<file path="src/rtl/circle_draw_pkg.sv">
// Shared types and helpers for the circle drawing engine.
//   state_e       : engine sequencer states
//   MODE_FILL_BIT : bit of the mode word selecting filled-disc drawing
//   nbyte_mask()  : active-low byte-enable mask covering byte offsets first..last
package circle_draw_pkg;

  typedef enum logic [2:0] {
    IDLE,
    INIT,
    POINT,
    WRITE,
    STEP
  } state_e;

  localparam int unsigned MODE_FILL_BIT = 0;

  function automatic logic [3:0] nbyte_mask(input logic [1:0] first_off,
                                            input logic [1:0] last_off);
    logic [3:0] m;
    m = '1;
    for (int unsigned i = 0; i < 4; i++) begin
      if ((i[1:0] >= first_off) && (i[1:0] <= last_off)) m[i[1:0]] = 1'b0;
    end
    return m;
  endfunction

endpackage

</file>
<file path="src/rtl/circle_point_addr.sv">
// Combinational pixel-to-framestore address mapping.
//   col, row   : signed pixel coordinates
//   word_addr  : 32-bit word address of the pixel (row*STRIDE+col) >> 2
//   byte_off   : byte lane of the pixel within that word
//   in_bounds  : pixel lies inside [0,STRIDE-1] x [0,HEIGHT-1]
module circle_point_addr #(
  parameter int STRIDE = 640,
  parameter int HEIGHT = 480,
  parameter int ADDR_W = 18
) (
  input  logic signed [17:0]       col,
  input  logic signed [17:0]       row,
  output logic        [ADDR_W-1:0] word_addr,
  output logic        [1:0]        byte_off,
  output logic                     in_bounds
);

  localparam logic signed [17:0]       COL_MAX  = 18'(STRIDE - 1);
  localparam logic signed [17:0]       ROW_MAX  = 18'(HEIGHT - 1);
  localparam logic        [ADDR_W+1:0] STRIDE_W = (ADDR_W + 2)'(STRIDE);

  logic [ADDR_W+1:0] row_w;
  logic [ADDR_W+1:0] col_w;
  logic [ADDR_W+1:0] pix;

  always_comb begin
    in_bounds = !col[17] && (col <= COL_MAX) && !row[17] && (row <= ROW_MAX);
    row_w     = (ADDR_W + 2)'(row);
    col_w     = (ADDR_W + 2)'(col);
    pix       = row_w * STRIDE_W + col_w;
    word_addr = pix[ADDR_W+1:2];
    byte_off  = pix[1:0];
  end

endmodule

</file>
<file path="src/rtl/circle_draw_engine.sv">
// Midpoint circle / filled-disc drawing engine.
//   req/ack/busy  : command handshake; r0..r4 = xc, yc, radius, colour, mode
//   de_*          : byte-masked 32-bit framestore write port (de_req held until de_ack)
// Outline mode writes eight mirrored points per midpoint step; filled mode
// writes four clamped horizontal spans, one word per write.
module circle_draw_engine
  import circle_draw_pkg::*;
#(
  parameter int STRIDE = 640,
  parameter int HEIGHT = 480,
  parameter int ADDR_W = 18
) (
  input  logic              clk,
  input  logic              rst_n,
  input  logic              req,
  output logic              ack,
  output logic              busy,
  input  logic [15:0]       r0,
  input  logic [15:0]       r1,
  input  logic [15:0]       r2,
  input  logic [15:0]       r3,
  input  logic [15:0]       r4,
  input  logic [15:0]       r5,
  input  logic [15:0]       r6,
  input  logic [15:0]       r7,
  output logic              de_req,
  input  logic              de_ack,
  output logic [ADDR_W-1:0] de_addr,
  output logic [3:0]        de_nbyte,
  output logic              de_rnw,
  output logic [31:0]       de_w_data,
  input  logic [31:0]       de_r_data
);

  localparam logic signed [17:0] COL_MAX = 18'(STRIDE - 1);

  state_e                   state_q, state_d;
  logic                     ack_q, ack_d;
  logic                     busy_q, busy_d;
  logic                     de_req_q, de_req_d;
  logic [ADDR_W-1:0]        de_addr_q, de_addr_d;
  logic [3:0]               de_nbyte_q, de_nbyte_d;
  logic [31:0]              de_w_data_q, de_w_data_d;
  logic signed [17:0]       xc_q, xc_d, yc_q, yc_d;
  logic [15:0]              r_q, r_d;
  logic                     fill_q, fill_d;
  logic signed [17:0]       x_q, x_d, y_q, y_d;
  logic signed [19:0]       d_q, d_d;
  logic [2:0]               idx_q, idx_d;
  logic                     span_act_q, span_act_d;
  logic signed [17:0]       span_cur_q, span_cur_d;
  logic signed [17:0]       span_hi_q, span_hi_d;
  logic signed [17:0]       span_row_q, span_row_d;

  logic signed [17:0]       pt_col, pt_row;
  logic signed [17:0]       sp_row, sp_h, sp_lo, sp_hi;
  logic signed [17:0]       sel_col, sel_row, sel_hi;
  logic signed [17:0]       word_top, next_cur;
  logic [1:0]               last_off;
  logic                     issue_ok;
  logic [2:0]               last_idx;
  logic [ADDR_W-1:0]        pa_word;
  logic [1:0]               pa_off;
  logic                     pa_in;
  logic signed [19:0]       x_ext, y_ext, r_ext, d_step;
  logic signed [17:0]       x_nxt, y_nxt;
  logic                     unused_inputs;

  assign unused_inputs = ^{r3[15:8], r4[15:1], r5, r6, r7, de_r_data};

  // Target selection: an outline point is treated as a one-pixel span so both
  // modes share the address mapper and the word-issue path.
  always_comb begin
    pt_col = xc_q - x_q;
    pt_row = yc_q + y_q;
    case (idx_q)
      3'd0:    begin pt_col = xc_q + x_q; pt_row = yc_q + y_q; end
      3'd1:    begin pt_col = xc_q + y_q; pt_row = yc_q + x_q; end
      3'd2:    begin pt_col = xc_q + y_q; pt_row = yc_q - x_q; end
      3'd3:    begin pt_col = xc_q + x_q; pt_row = yc_q - y_q; end
      3'd4:    begin pt_col = xc_q - x_q; pt_row = yc_q - y_q; end
      3'd5:    begin pt_col = xc_q - y_q; pt_row = yc_q - x_q; end
      3'd6:    begin pt_col = xc_q - y_q; pt_row = yc_q + x_q; end
      default: begin pt_col = xc_q - x_q; pt_row = yc_q + y_q; end
    endcase

    sp_row = yc_q - x_q;
    sp_h   = y_q;
    case (idx_q[1:0])
      2'd0:    begin sp_row = yc_q + y_q; sp_h = x_q; end
      2'd1:    begin sp_row = yc_q - y_q; sp_h = x_q; end
      2'd2:    begin sp_row = yc_q + x_q; sp_h = y_q; end
      default: begin sp_row = yc_q - x_q; sp_h = y_q; end
    endcase
    sp_lo = xc_q - sp_h;
    if (sp_lo[17]) sp_lo = '0;
    sp_hi = xc_q + sp_h;
    if (sp_hi > COL_MAX) sp_hi = COL_MAX;

    if (!fill_q) begin
      sel_col = pt_col;
      sel_row = pt_row;
      sel_hi  = pt_col;
    end else if (span_act_q) begin
      sel_col = span_cur_q;
      sel_row = span_row_q;
      sel_hi  = span_hi_q;
    end else begin
      sel_col = sp_lo;
      sel_row = sp_row;
      sel_hi  = sp_hi;
    end

    word_top = {sel_col[17:2], 2'b11};
    next_cur = word_top + 18'sd1;
    last_off = (sel_hi < word_top) ? sel_hi[1:0] : 2'b11;
    // A span clamped to empty (hi < lo) is wholly off-screen horizontally.
    issue_ok = pa_in && (sel_hi >= sel_col);
    last_idx = fill_q ? 3'd3 : 3'd7;
  end

  circle_point_addr #(
    .STRIDE (STRIDE),
    .HEIGHT (HEIGHT),
    .ADDR_W (ADDR_W)
  ) u_point_addr (
    .col       (sel_col),
    .row       (sel_row),
    .word_addr (pa_word),
    .byte_off  (pa_off),
    .in_bounds (pa_in)
  );

  always_comb begin
    x_ext  = 20'(x_q);
    y_ext  = 20'(y_q);
    r_ext  = {4'b0000, r_q};
    x_nxt  = x_q + 18'sd1;
    y_nxt  = (d_q > 20'sd0) ? (y_q - 18'sd1) : y_q;
    d_step = (d_q > 20'sd0) ? (d_q + ((x_ext - y_ext) <<< 2) + 20'sd10)
                            : (d_q + (x_ext <<< 2) + 20'sd6);
  end

  always_comb begin
    state_d     = state_q;
    ack_d       = 1'b0;
    busy_d      = busy_q;
    de_req_d    = de_req_q;
    de_addr_d   = de_addr_q;
    de_nbyte_d  = de_nbyte_q;
    de_w_data_d = de_w_data_q;
    xc_d        = xc_q;
    yc_d        = yc_q;
    r_d         = r_q;
    fill_d      = fill_q;
    x_d         = x_q;
    y_d         = y_q;
    d_d         = d_q;
    idx_d       = idx_q;
    span_act_d  = span_act_q;
    span_cur_d  = span_cur_q;
    span_hi_d   = span_hi_q;
    span_row_d  = span_row_q;

    case (state_q)
      IDLE: begin
        if (req && !ack_q) begin
          xc_d        = {2'b00, r0};
          yc_d        = {2'b00, r1};
          r_d         = r2;
          de_w_data_d = {4{r3[7:0]}};
          fill_d      = r4[MODE_FILL_BIT];
          ack_d       = 1'b1;
          busy_d      = 1'b1;
          state_d     = INIT;
        end
      end
      INIT: begin
        x_d        = '0;
        y_d        = {2'b00, r_q};
        d_d        = 20'sd3 - r_ext - r_ext;
        idx_d      = '0;
        span_act_d = 1'b0;
        state_d    = POINT;
      end
      POINT: begin
        if (issue_ok) begin
          de_addr_d  = pa_word;
          de_nbyte_d = nbyte_mask(pa_off, last_off);
          span_cur_d = next_cur;
          span_hi_d  = sel_hi;
          span_row_d = sel_row;
          span_act_d = fill_q && (next_cur <= sel_hi);
          state_d    = WRITE;
        end else if (idx_q == last_idx) begin
          idx_d   = '0;
          state_d = STEP;
        end else begin
          idx_d = idx_q + 3'd1;
        end
      end
      WRITE: begin
        // de_req rises one cycle after the target is latched.
        if (!de_req_q) begin
          de_req_d = 1'b1;
        end else if (de_ack) begin
          de_req_d = 1'b0;
          if (span_act_q) begin
            state_d = POINT;
          end else if (idx_q == last_idx) begin
            idx_d   = '0;
            state_d = STEP;
          end else begin
            idx_d   = idx_q + 3'd1;
            state_d = POINT;
          end
        end
      end
      STEP: begin
        x_d = x_nxt;
        y_d = y_nxt;
        d_d = d_step;
        if (x_nxt <= y_nxt) begin
          state_d = POINT;
        end else begin
          state_d = IDLE;
          busy_d  = 1'b0;
        end
      end
      default: begin
        state_d  = IDLE;
        busy_d   = 1'b0;
        de_req_d = 1'b0;
      end
    endcase
  end

  always_ff @(posedge clk or negedge rst_n) begin
    if (!rst_n) begin
      state_q     <= IDLE;
      ack_q       <= 1'b0;
      busy_q      <= 1'b0;
      de_req_q    <= 1'b0;
      de_addr_q   <= '0;
      de_nbyte_q  <= '1;
      de_w_data_q <= '0;
      xc_q        <= '0;
      yc_q        <= '0;
      r_q         <= '0;
      fill_q      <= 1'b0;
      x_q         <= '0;
      y_q         <= '0;
      d_q         <= '0;
      idx_q       <= '0;
      span_act_q  <= 1'b0;
      span_cur_q  <= '0;
      span_hi_q   <= '0;
      span_row_q  <= '0;
    end else begin
      state_q     <= state_d;
      ack_q       <= ack_d;
      busy_q      <= busy_d;
      de_req_q    <= de_req_d;
      de_addr_q   <= de_addr_d;
      de_nbyte_q  <= de_nbyte_d;
      de_w_data_q <= de_w_data_d;
      xc_q        <= xc_d;
      yc_q        <= yc_d;
      r_q         <= r_d;
      fill_q      <= fill_d;
      x_q         <= x_d;
      y_q         <= y_d;
      d_q         <= d_d;
      idx_q       <= idx_d;
      span_act_q  <= span_act_d;
      span_cur_q  <= span_cur_d;
      span_hi_q   <= span_hi_d;
      span_row_q  <= span_row_d;
    end
  end

  assign ack       = ack_q;
  assign busy      = busy_q;
  assign de_req    = de_req_q;
  assign de_addr   = de_addr_q;
  assign de_nbyte  = de_nbyte_q;
  assign de_rnw    = 1'b0;
  assign de_w_data = de_w_data_q;

endmodule

</file>
<file path="config.mk">
export PLATFORM = sky130hd
export DESIGN_NAME = circle_draw_engine
export DESIGN_NICKNAME = d
export VERILOG_FILES = /design/src/rtl/circle_draw_pkg.sv /design/src/rtl/circle_point_addr.sv /design/src/rtl/circle_draw_engine.sv
export SDC_FILE = /design/constraint.sdc
export NUM_CORES = 1
export LEC_CHECK = 0
export CORE_UTILIZATION = 35
export DETAILED_ROUTE_END_ITERATION = 10
export HOLD_SLACK_MARGIN = 0.08
export PLACE_DENSITY = 0.62
export SETUP_SLACK_MARGIN = 0.1
export SLEW_MARGIN = 25
export SYNTH_ARGS = -nofsm -noshare
export SYNTH_HDL_FRONTEND = slang
export SYNTH_SLANG_ARGS = --single-unit
</file>
<file path="constraint.sdc">
create_clock -name clk -period 19.6 [get_ports clk]
set_input_delay 2.94 -clock clk [delete_from_list [all_inputs] [get_ports clk]]
set_output_delay 2.94 -clock clk [all_outputs]
set_load 0.02 [all_outputs]
</file>
==> results of run 1 <==
## registers in the layout (all words and copies together), names as in the netlist, 8 cells and up
signal / cells
yc_q: 16
span_row_q: 18
span_cur_q: 16
de_addr: 18
d_q: 20
xc_q: 16
span_hi_q: 18
de_w_data: 8
y_q: 18
x_q: 18
r_q: 16
## kinds of logic (layout without fill, tap and decap cells)
| group | count (synthesis) | count (layout) | synth area share |
|---|---|---|---|
| muxes | 133 | 133 | 0.06038 |
| xor gates and xnor gates | 238 | 238 | 0.08699 |
| DFF | 197 | 197 | 0.2046 |
| adders and majority gates | 319 | 319 | 0.1692 |
| and+or+nand+nor | 890 | 890 | 0.1787 |
| buffers and inverters | 369 | 393 | 0.06188 |
| AOI/OAI and AO/OA | 865 | 865 | 0.2381 |
| other | 1 | 1 | 0.0001555 |
## layout make-up
class	instances	area (um2)	share of cell area
clock inverters	15	198.9	0.007467
flip-flops and latches	197	4937	0.1853
inverters	204	765.7	0.02874
multi-input cells	2446	17740	0.6657
well taps	873	1092	0.04100
repair buffers	157	1489	0.05588
clock buffers	17	425.4	0.01597
## critical path: cells and delay by family (launching register included)
family / cells / cell delay [ps]
AOI/OAI and AO/OA: 11 / 3510
buffers and inverters: 6 / 1780
and+or+nand+nor: 7 / 1700
DFF: 1 / 1000
adders and majority gates: 3 / 940
muxes: 2 / 770
## cell usage in the layout, fill, tap and decap left out, types with 66 or more instances in the layout
master                              n
sky130_fd_sc_hd__ha_1             307
sky130_fd_sc_hd__nor2_1           243
sky130_fd_sc_hd__a21oi_1          201
sky130_fd_sc_hd__nor3_1            75
sky130_fd_sc_hd__xnor2_1          181
sky130_fd_sc_hd__o21ai_0          184
sky130_fd_sc_hd__inv_1            195
sky130_fd_sc_hd__clkdlybuf4s50_1  116
sky130_fd_sc_hd__dfrtp_1          191
sky130_fd_sc_hd__nand2_1          245
sky130_fd_sc_hd__a21o_1            66
## worst min-delay path by stage
stage	start	endpoint	depth (start not counted)
final	d_q[0]	d_q[0]	1
after CTS	d_q[0]	d_q[0]	1
after global placement	d_q[0]	d_q[0]	1
after global routing	d_q[0]	d_q[0]	1
after floorplan	d_q[0]	d_q[0]	1
after detailed placement	d_q[0]	d_q[0]	1
## Yosys cell counts, drive strengths merged, types with 56 or more instances
library cell / number / area (um2)
ha: 307 / 3841
a21oi: 201 / 1006
nor3: 76 / 385.4
a21o: 66 / 495.5
nor2: 244 / 915.9
inv: 201 / 754.5
xor2: 56 / 490.5
clkbuf: 118 / 442.9
mux2: 100 / 1126
xnor2: 181 / 1585
o21ai: 194 / 970.9
nand2: 245 / 919.6
dfrtp: 193 / 4830
## per-stage QoR
stage | instances | setup WS (ps) | area [um2] | util | hold slack [ps]
floorplan | 3012 | 11940 | 24120 | - | 428.9
global placement | 3876 | 9710 | 25990 | 0.3843 | 457.7
detailed placement | 3876 | 9727 | 26000 | 0.3844 | 456.8
CTS | 3908 | 9653 | 26620 | 0.3936 | 477.3
global route | 3909 | 9394 | 26640 | 0.3940 | 498.1
finish | 3909 | 9750 | 26640 | 0.3940 | 471.9
## metal layers
layer	share of wire	track usage	vias to the layer above
met4	0.037	0.09051	0
met2	0.43	0.3496	897
li1	-	-	10940
met3	0.076	0.03595	118
met5	0	0	-
met1	0.45	0.3265	10980
==> impl_summary.log, run 1 <==
INFO  metric synth.yosys.warnings = 0
INFO  metric post_cts_buffers = 0
INFO  metric place.detailed.hpwl = 63540 um
INFO  metric vias = 22930
INFO  metric crit_arrival = 10260 ps
INFO  metric ctsHtreeMaxLevel = 4
INFO  metric antenna_found_initial = 0
INFO  metric worstMarginPinSlew = around 1100 ps
INFO  metric pin_count = 222
INFO  metric die-height = 264.5 um
INFO  metric post_synth_inst_count = 3012
INFO  metric share_of_synthesized_flip_flops_with_an_asynchronous_set_or_reset = 1.000
INFO  metric drc = 0
INFO  metric die_width = 264.5 um
INFO  metric capture_point_of_the_worst_path = de_addr[1]
INFO  metric slew_headroom = 0.2827
INFO  metric cpPeakStageDelay = 1000 ps
INFO  metric syn-mean-instance-area = 8.008 um2
INFO  metric net_count_synth = 3495
INFO  metric setup.worst_path.start_class = flop
INFO  metric layout-drive-gt1-share = 0.05863
INFO  metric number_of_filler_instances_in_the_final_layout = 6980
INFO  metric clock_sinks = 197
INFO  metric numPortBuffers = 117
INFO  metric cp_slowest_cell = sky130_fd_sc_hd__dfrtp_1
INFO  metric critPathCaptureType = flop
INFO  metric cp-startpoint = idx_q[2]
INFO  metric wire_length_of_the_first_global_routing_pass = 125200 um
INFO  metric number_of_nets_in_the_layout = 3506
INFO  metric postRouteAntennaNets = 0
INFO  metric final.setup.tns = 0 ps
INFO  metric register_to_register_setup_slack = 9750 ps
INFO  metric core-area = 67630 um2
INFO  metric critPathRequiredTime = 20010 ps
INFO  metric cts_root_buffer = sky130_fd_sc_hd__clkbuf_16
INFO  metric numCtsBuffers = 17
INFO  metric clock_skew = 21.74 ps
INFO  metric drv_slew = 0
INFO  metric report.final.hold_viol_count = 0
INFO  metric floorplan.rows = 95
INFO  metric detail_route.first_pass.iterations = 6
INFO  metric grt_overflow = 0
INFO  metric worst-path-max-fanout = 41
INFO  metric regToRegEndpoint = de_addr[1]
INFO  metric yosys_register_bits = 197
INFO  metric cts-resized-gates = 0
INFO  metric floorplan.initialDensity = 0.3566
INFO  metric routedWlPerCell = between 20 and 25 um
INFO  metric grt_pass1_vias = 20980
INFO  metric post_synth_instance_area = 24120 um2
INFO  metric r2r_cells = 29
INFO  metric area_growth = 10.46%
INFO  metric clkLatencyLatePin = 520 ps
INFO  metric achievable_frequency = around 100 MHz
INFO  metric hold_class = flop to flop
INFO  metric fp.dieArea = about 70000 um2
INFO  metric drt-vias-per-instance = 5.866
INFO  metric drt_wl_total = 81580 um
INFO  metric clock_tree_from_tritoncts = built
INFO  metric n_antenna_cell = 0
INFO  metric worst_r2r_startpoint = idx_q[2]
INFO  metric clockBufferDepth = 2
INFO  metric rsz0062_at_grt = no
INFO  metric clkSlewWorstSetupHoldPaths = 90 ps
INFO  metric gr-usage-all-layers = 0.2309
INFO  metric cap_violations = 0
INFO  metric critPathKind = flop to flop
INFO  metric finalCriticalPeriod = 9850 ps
INFO  metric outcome = complete, no violations
INFO  metric synth_ff_type = sky130_fd_sc_hd__dfrtp_1
INFO  metric timing.final.setup_violations = 0
INFO  metric grt_start_max_net_pins = 90
INFO  metric timing.final.crit_share = 0.5026
INFO  metric initialDrtViolationCount = 2201
INFO  metric synth_cell_types = 92
INFO  metric place.gp.congestion = around 0.96
INFO  metric synth_enable_flop_cells = 0
INFO  metric ctsHoldBuffers = 0
INFO  metric ys_seq_area_frac = 0.2046
Power of run 1 is left out: the tool's default activity adds up to more than one toggle a clock period on the data nets, which glitch-free logic cannot reach.
==> run 2: changes to the inputs <==
==> constraint.sdc (replaced) <==
create_clock -name clk -period 9.34 [get_ports clk]
set_input_delay 1.401 -clock clk [delete_from_list [all_inputs] [get_ports clk]]
set_output_delay 1.401 -clock clk [all_outputs]
set_load 0.02 [all_outputs]
==> run 2 against run 1 <==
Fmax rose by 14%. Global-route usage hardly changed. Via count fell by 0.44%. Final cell count rose by 0.33%. Worst setup slack worse by 9100 ps. Critical endpoint unchanged. Non-clock buffer count increased by 13.
==> impl_summary.log, run 2 (synthesis gave the netlist of run 1 again) <==
INFO  metric drv_slew = 0 (unchanged)
INFO  metric crit_arrival = 9050 ps (-1210 ps)
INFO  metric numCtsBuffers = 17 (unchanged)
INFO  metric number_of_nets_in_the_layout = 3519 (+0.37%)
INFO  metric rsz0062_at_grt = no
INFO  metric achievable_frequency = 115.7 MHz (+14%)
INFO  metric cap_violations = 0 (unchanged)
INFO  metric gr-usage-all-layers = 0.2313 (+0.0004944)
INFO  metric clockBufferDepth = 2 (unchanged)
INFO  metric wire_length_of_the_first_global_routing_pass = 125600 um (+0.28%)
INFO  metric worst-path-max-fanout = 42 (+2.4%)
INFO  metric drt-vias-per-instance = 5.820 (-0.77%)
INFO  metric cts-resized-gates = 0 (unchanged)
INFO  metric final_cell_mix = sky130_fd_sc_hd__ha_1 (307), sky130_fd_sc_hd__nand2_1 (245), sky130_fd_sc_hd__nor2_1 (242), sky130_fd_sc_hd__a21oi_1 (201), sky130_fd_sc_hd__inv_1 (195)
INFO  metric largest-register = d_q
INFO  metric layout-drive-gt1-share = 0.06232 (+0.003686)
INFO  metric cts_root_buffer = sky130_fd_sc_hd__clkbuf_16
INFO  metric pin_count = 222 (unchanged)
INFO  metric post_cts_buffers = 0 (unchanged)
INFO  metric vias = 22830 (-0.44%)
INFO  metric ctsHoldBuffers = 0 (unchanged)
INFO  metric initialDrtViolationCount = 2328 (+5.8%)
INFO  metric clock_tree_from_tritoncts = built
INFO  metric timing.final.crit_share = 0.9255 (+0.4229)
INFO  metric floorplan.initialDensity = 0.3566 (unchanged)
INFO  metric clkSlewWorstSetupHoldPaths = 90 ps (about the same)
INFO  metric largest_reg_flops = 20 (unchanged)
INFO  metric floorplan.rows = 95 (unchanged)
INFO  metric n_antenna_cell = 0 (unchanged)
INFO  metric numPortBuffers = 117 (unchanged)
INFO  metric die_width = 264.5 um (unchanged)
INFO  metric cp_slowest_cell = sky130_fd_sc_hd__or4b_1
INFO  metric critPathRequiredTime = 9750 ps (-10260 ps)
INFO  metric core-area = 67630 um2 (unchanged)
INFO  metric setup.worst_path.start_class = flop
INFO  metric timing.final.setup_violations = 0 (unchanged)
INFO  metric r2r_cells = 29 (unchanged)
INFO  metric cpPeakStageDelay = 560 ps (-440 ps)
INFO  metric worstMarginPinSlew = 1077 ps (+18.16 ps)
INFO  metric ctsHtreeMaxLevel = 4 (unchanged)
INFO  metric hold_class = flop to flop
INFO  metric critPathCaptureType = flop
INFO  metric final_common_cell = sky130_fd_sc_hd__ha_1
INFO  metric grt_start_max_net_pins = 98 (+8.9%)
INFO  metric antenna_found_initial = 0 (unchanged)
INFO  metric finalCriticalPeriod = 8644 ps (-1206 ps)
INFO  metric critPathKind = flop to flop
INFO  metric clkLatencyLatePin = 520 ps (about the same)
INFO  metric area_growth = 10.85%
INFO  metric place.detailed.hpwl = 63690 um (+0.23%)
INFO  metric final.setup.tns = 0 ps (unchanged)
INFO  metric drt_wl_total = 81470 um (-0.13%)
INFO  metric clock_skew = 16.17 ps (-5.568 ps)
INFO  metric report.final.hold_viol_count = 0 (unchanged)
INFO  metric grt_overflow = 0 (unchanged)
INFO  metric postRouteAntennaNets = 0 (unchanged)
INFO  metric clock_sinks = 197 (unchanged)
INFO  metric routedWlPerCell = 20.77 um (-0.47%)
INFO  metric die-height = 264.5 um (unchanged)
INFO  metric number_of_filler_instances_in_the_final_layout = 6899 (-1.2%)
INFO  metric grt_pass1_vias = 21180 (+0.95%)
INFO  metric holdPathStages = 1 (unchanged)
INFO  metric outcome = complete, no violations
INFO  metric drc = 0 (unchanged)
INFO  metric place.gp.congestion = 0.9848 (+2.9%)
INFO  metric slew_headroom = 0.2769 (-0.005762)
INFO  metric fp.dieArea = 69970 um2 (unchanged)
INFO  metric detail_route.first_pass.iterations = 8 (+2)
[run 2: through the flow]
stage | worst slack, ps | cells | utilization | area, um2 | hold slack [ps]
after global placement | 889.9 | 3890 | 0.3858 | 26090 | 456.4
after floorplan | 1680 | 3012 | - | 24120 | 428.9
after detailed placement | 789.3 | 3890 | 0.3858 | 26100 | 460.4
after global routing | 140.0 | 3922 | 0.3953 | 26740 | 514.0
after CTS | 753.7 | 3922 | 0.3953 | 26740 | 485.5
final | 696.2 | 3922 | 0.3953 | 26740 | 484.2
[run 2: metal layers]
layer | track usage | up-vias | share of wire
li1 | - | 10940 | -
met1 | 0.3286 | 10870 | 0.46
met2 | 0.3469 | 888 | 0.43
met3 | 0.03474 | 127 | 0.079
met4 | 0.09648 | 0 | 0.039
met5 | 0 | - | 0
[run 2: worst max-delay path: cells and delay by family (launching register included)]
kind	cells	cell delay, ps
compound gates	11	2930
mux	1	400
flops	1	430
xor+xnor	1	140
fa+ha+maj	3	990
buf+inv	3	740
simple gates	10	2880
[run 2: path summary, 6_finish.rpt]
path	startpoint	to	slack (ps)
min in group asynchronous	rst_n	ack	820
worst min register to register	d_q[0]	d_q[0]	480
worst min-delay path	d_q[0]	d_q[0]	480
worst max register to register	idx_q[0]	de_addr[1]	700
worst max-delay path	idx_q[0]	de_addr[1]	700
max in group asynchronous	rst_n	de_w_data[27]	7240
[run 2: cell type report]
class	instances	area [um2]	share of cell area
multi-input combinational	2446	17730	0.6630
sequential	197	4937	0.1847
timing repair buffer	170	1574	0.05887
tap	873	1092	0.04085
inverter	204	765.7	0.02864
clock buffer	17	425.4	0.01591
clock inverter	15	216.5	0.008095
Power of run 2 is left out for the same reason.
